[src/rtl/regfile_write_arbiter.sv]
// Write-port arbiter for the 32x32 register file: round-robin between two
// requesters, with a zero-fill clear sequence after reset and on request.
module regfile_write_arbiter #(
  parameter int unsigned WIDTH = 32,
  parameter int unsigned ADDRW = 5,
  parameter int unsigned NREGS = 32
) (
  input  logic             Clk,
  input  logic             Rst_n,
  input  logic             ClearReq,
  output logic             Busy,
  output logic             ClearDone,
  input  logic             AWrValid,
  input  logic [ADDRW-1:0] AWrAddr,
  input  logic [WIDTH-1:0] AWrData,
  output logic             AWrReady,
  input  logic             BWrValid,
  input  logic [ADDRW-1:0] BWrAddr,
  input  logic [WIDTH-1:0] BWrData,
  output logic             BWrReady,
  output logic [WIDTH-1:0] WriteData,
  output logic [ADDRW-1:0] WriteRegister,
  output logic             RegWrite
);

  typedef enum logic { CLEAR, ARB } state_t;
  typedef enum logic { GRANT_A, GRANT_B } grant_t;

  localparam logic [ADDRW-1:0] LastPtr = ADDRW'(NREGS - 1);

  state_t           state_q, state_d;
  grant_t           last_grant_q, last_grant_d;
  logic [ADDRW-1:0] clr_ptr_q, clr_ptr_d;
  logic             reg_write_q, reg_write_d;
  logic [WIDTH-1:0] write_data_q, write_data_d;
  logic [ADDRW-1:0] write_reg_q, write_reg_d;
  logic             clear_done_q, clear_done_d;
  logic             a_rdy, b_rdy;

  // Ties go to whichever requester was not granted last.
  always_comb begin
    a_rdy = 1'b0;
    b_rdy = 1'b0;
    if (state_q == ARB && !ClearReq) begin
      a_rdy = AWrValid && (!BWrValid || last_grant_q == GRANT_B);
      b_rdy = BWrValid && (!AWrValid || last_grant_q == GRANT_A);
    end
  end

  always_comb begin
    state_d      = state_q;
    last_grant_d = last_grant_q;
    clr_ptr_d    = clr_ptr_q;
    reg_write_d  = 1'b0;
    write_data_d = write_data_q;
    write_reg_d  = write_reg_q;
    clear_done_d = 1'b0;
    unique case (state_q)
      CLEAR: begin
        reg_write_d  = 1'b1;
        write_reg_d  = clr_ptr_q;
        write_data_d = '0;
        if (clr_ptr_q == LastPtr) begin
          clr_ptr_d    = '0;
          state_d      = ARB;
          clear_done_d = 1'b1;
        end else begin
          clr_ptr_d = clr_ptr_q + 1'b1;
        end
      end
      ARB: begin
        if (ClearReq) begin
          state_d   = CLEAR;
          clr_ptr_d = '0;
        end else if (a_rdy) begin
          reg_write_d  = 1'b1;
          write_reg_d  = AWrAddr;
          write_data_d = AWrData;
          last_grant_d = GRANT_A;
        end else if (b_rdy) begin
          reg_write_d  = 1'b1;
          write_reg_d  = BWrAddr;
          write_data_d = BWrData;
          last_grant_d = GRANT_B;
        end
      end
      default: state_d = CLEAR;
    endcase
  end

  always_ff @(posedge Clk or negedge Rst_n) begin
    if (!Rst_n) begin
      state_q      <= CLEAR;
      last_grant_q <= GRANT_B;
      clr_ptr_q    <= '0;
      reg_write_q  <= 1'b0;
      write_data_q <= '0;
      write_reg_q  <= '0;
      clear_done_q <= 1'b0;
    end else begin
      state_q      <= state_d;
      last_grant_q <= last_grant_d;
      clr_ptr_q    <= clr_ptr_d;
      reg_write_q  <= reg_write_d;
      write_data_q <= write_data_d;
      write_reg_q  <= write_reg_d;
      clear_done_q <= clear_done_d;
    end
  end

  assign Busy          = (state_q != ARB);
  assign ClearDone     = clear_done_q;
  assign AWrReady      = a_rdy;
  assign BWrReady      = b_rdy;
  assign RegWrite      = reg_write_q;
  assign WriteData     = write_data_q;
  assign WriteRegister = write_reg_q;

endmodule

[config.mk]
export PLATFORM = sky130hd
export DESIGN_NAME = regfile_write_arbiter
export DESIGN_NICKNAME = d
export VERILOG_FILES = /design/src/rtl/regfile_write_arbiter.sv
export SDC_FILE = /design/constraint.sdc
export NUM_CORES = 1
export LEC_CHECK = 0
export BUFFER_PORTS_ARGS = -buffer_cell sky130_fd_sc_hd__buf_4
export CORE_MARGIN = 3
export CORE_UTILIZATION = 45
export DETAILED_ROUTE_END_ITERATION = 12
export PLACE_DENSITY = 0.85
export SLEW_MARGIN = 20
export SYNTH_ARGS = -nofsm -noshare
export SYNTH_HDL_FRONTEND = slang
export SYNTH_SLANG_ARGS = --single-unit
export TNS_END_PERCENT = 30
[constraint.sdc]
create_clock -name Clk -period 2 [get_ports Clk]
set_clock_uncertainty 0.2 [all_clocks]
set_input_delay 0 -clock Clk [delete_from_list [all_inputs] [get_ports Clk]]
set_output_delay 0 -clock Clk [all_outputs]
set_load 0.005 [all_outputs]
==> flow_metrics.env <==
export IMPL_pwr_share_seq_pct=44.8
export IMPL_wl_met3_um=528
export IMPL_die_h_um=76.7
export IMPL_p_clk_share_pct=18.6
export IMPL_highest_layer="met4"
export IMPL_post_cts_buffers=0
export IMPL_pin_count=121
export IMPL_numPortBuffers=120
export IMPL_die_area_mm2=0.00589
export IMPL_arrival_ps=1680
export IMPL_netlist_area_leader_share_pct=50.0
export IMPL_switchingPower_uw=893
export IMPL_yosysSeqAreaShare_pct=51.2
export IMPL_layout_min_cycle_time_ps=1880
export IMPL_final_common_cell="buf_4"
export IMPL_crit_buf_inv=2
export IMPL_final_cell_mix="buf_4 (124), dlygate4sd3_1 (78), dfrtp_1 (45)"
export IMPL_grt_max_degree=47
export IMPL_cts_sinks=46
export IMPL_ant_nets=0
export IMPL_internal_power_uw=1970
export IMPL_cp_start_kind="flip-flop"
export IMPL_place_congestion=0.783
export IMPL_drive_gt1_share_pct=34.6
export IMPL_htree_levels=2
export IMPL_synth_area_top_cells="dfrtp_1 (50%), mux2i_1 (16%), o21ai_1 (7.3%)"
export IMPL_syn_area_per_cell_um2=10.7
export IMPL_total_power_uw=2860
export IMPL_cts_buffer_depth=2
export IMPL_hold_class="input port to asynchronous set/reset pin"
export IMPL_grt_overflow=0
export IMPL_nFillCells=263
export IMPL_worst_slew_pin_slew_ps=578
export IMPL_dpl_hpwl_um=4350
export IMPL_antenna_found_initial=0
export IMPL_finalWorstSetupSlack_ps=115
export IMPL_areaGrowthSynthToFinish_pct=79.8
export IMPL_p_leak_uw=0.00213
export IMPL_cts_tree="built"
export IMPL_drc=0
export IMPL_tns_ps=0
export IMPL_grt_pass1_wl_um=13200
export IMPL_diodes=0
export IMPL_maxSlewHeadroom_pct=61.5
export IMPL_slowest_stage="dfrtp_1"
export IMPL_pre_cts_ws_ps=299
export IMPL_syn_nets=291
export IMPL_grt_pass1_vias=2699
export IMPL_nets=489
export IMPL_ys_ff_latch=46
export IMPL_cp_max_fo=11
export IMPL_final_max_slew_viol_count=0
export IMPL_core_rowCount=25
export IMPL_seq_area_mm2=0.00115
export IMPL_post_cts_resized=0
export IMPL_dr_wl_met2_um=4510
export IMPL_peakVddDrop_v=0.000973
export IMPL_multiInputGateArea_um2=977
export IMPL_crit_family="flip-flops"
export IMPL_cp_depth=5
export IMPL_track_usage_pct=28.4
export IMPL_synthesis_area_mm2=0.00225
export IMPL_status="complete, no violations"
export IMPL_die_w_um=76.7
export IMPL_path_clk_slew_ps=80
export IMPL_yosys_warnings=0
export IMPL_clkLatencyLatePin_ps=280
export IMPL_netlist_instances=210
export IMPL_combPwrFrac_pct=36.6
export IMPL_synth_top_area_cell="dfrtp_1"
export IMPL_period_share_pct=94.2
export IMPL_drt_vias_per_instance=4.99
export IMPL_numCtsBuffers=5
export IMPL_slowest_delay_ps=560
export IMPL_cp_required_ps=1800
export IMPL_wl_met1_um=2850
export IMPL_vias=2372
export IMPL_finalHoldViolations=0
export IMPL_power_per_cell_area_mw_per_mm2=706
export IMPL_end_kind="primary output"
export IMPL_cts_root_buffer="clkbuf_8"
export IMPL_setup_viol=0
export IMPL_maxCapViolations=0
export IMPL_drt_iter0_drc=110
export IMPL_firstDrtPassIters=4
export IMPL_coreArea_mm2=0.00479
export IMPL_initial_core_util_pct=47.1
export IMPL_r2r_cells=5
export IMPL_wirelength_um=8130
export IMPL_fmax_mhz=531
export IMPL_rsz0062_at_grt="no"
export IMPL_switching_share_pct=31.2
export IMPL_avgRoutedWirePerCell_um=17.1
export IMPL_crit_type="flip-flop to primary output"
export IMPL_synth_cell_types=31
export IMPL_path_cells="inv_2 -> nor2_2 -> nand2_1 -> a21oi_1 -> buf_4"
==> cells in the mapped netlist <==
master	n
a31oi_1	1
dfstp_2	1
inv_2	2
nand3b_4	1
a221oi_2	1
o21ai_0	1
buf_4	2
xnor2_1	1
o21bai_1	1
nor2b_1	1
ha_1	2
buf_2	8
xor2_1	1
or3_1	1
and3_1	1
o21ai_1	33
a22o_1	1
nand2b_2	1
o21a_1	4
o21ba_4	1
dfrtp_1	45
buf_12	3
mux2i_1	37
a21oi_1	11
o2bb2ai_1	2
nand2_1	38
nor2_2	1
nor2_4	1
nand3_1	1
nor2_1	5
nand2_2	1
==> logic make-up (layout without fill, tap and decap cells) <==
family | after synthesis | after routing | share of synthesized area [%]
AO/OA/AOI/OAI | 56 | 56 | 14.5
XOR/XNOR | 2 | 2 | 0.778
adder cells (fa/ha/maj) | 2 | 2 | 1.11
buffers and inverters | 15 | 213 | 5.44
flip-flops | 46 | 46 | 51.2
multiplexers | 37 | 37 | 16.4
AND/OR/NAND/NOR | 52 | 52 | 10.6
==> area by class of cell <==
class | instances | share of cell area (%)
timing repair buffer | 204 | 43.3
sequential | 46 | 28.5
multi-input combinational | 149 | 24.1
tap | 67 | 2.07
clock buffer | 7 | 1.89
inverter | 2 | 0.185
==> timing repair <==
item | in CTS | in global routing
hold buffers | 78 | 0
setup endpoints to repair | 0 | 0
hold endpoints to repair | 90 | 0
==> per-layer routing <==
layer	up-vias	GRT usage, %
met4	0	9.96
li1	1127	-
met3	22	6.34
met2	113	53.7
met1	1110	30.5
met5	-	0
==> worst reg2reg max path: stages (launching register included) <==
cell     delay (ps)
dfrtp_1         430
ha_1            250
and3_1          190
ha_1            190
or3_1           310
o21ai_0          80
==> path summary, 6_finish.rpt <==
check	startpoint	endpoint	slack, ps
setup / recovery	state_q	BWrReady	120
hold / removal	Rst_n	WriteRegister[1]	40
setup reg to reg	clr_ptr_q[0]	clr_ptr_q[0]	270
hold reg to reg	WriteData[14]	WriteData[14]	290
max in group asynchronous	Rst_n	WriteData[20]	1150
min in group Clk	WriteData[14]	WriteData[14]	290
==> power groups by stage <==
| stage | combinational [uW] | clock, uW | sequential [uW] |
|---|---|---|---|
| after floorplan | 457 | 0 | 1270 |
| after global placement | 868 | 0 | 1270 |
| after global routing | 1130 | 580 | 1310 |
| after CTS | 1010 | 536 | 1270 |
| after detailed placement | 885 | 0 | 1280 |
| final | 1050 | 532 | 1280 |
==> state kept, by name, summed over array words and instances, names as in the netlist <==
name / count
WriteData: 32
WriteRegister: 5
clr_ptr_q: 5
ClearDone: 1
RegWrite: 1
last_grant_q: 1
state_q: 1
==> per-stage QoR <==
stage                     hold slack [ps]  util, %  instance area [um^2]  cells
after floorplan                      -496        -                  2250    210
after global placement               -164     66.7                  3190    390
after detailed placement             -158     66.7                  3190    390
after CTS                            85.7     84.6                  4050    475
after global routing                 83.7     84.6                  4050    475
final                                40.4     84.6                  4050    475
(Power assumes the default switching activity.)
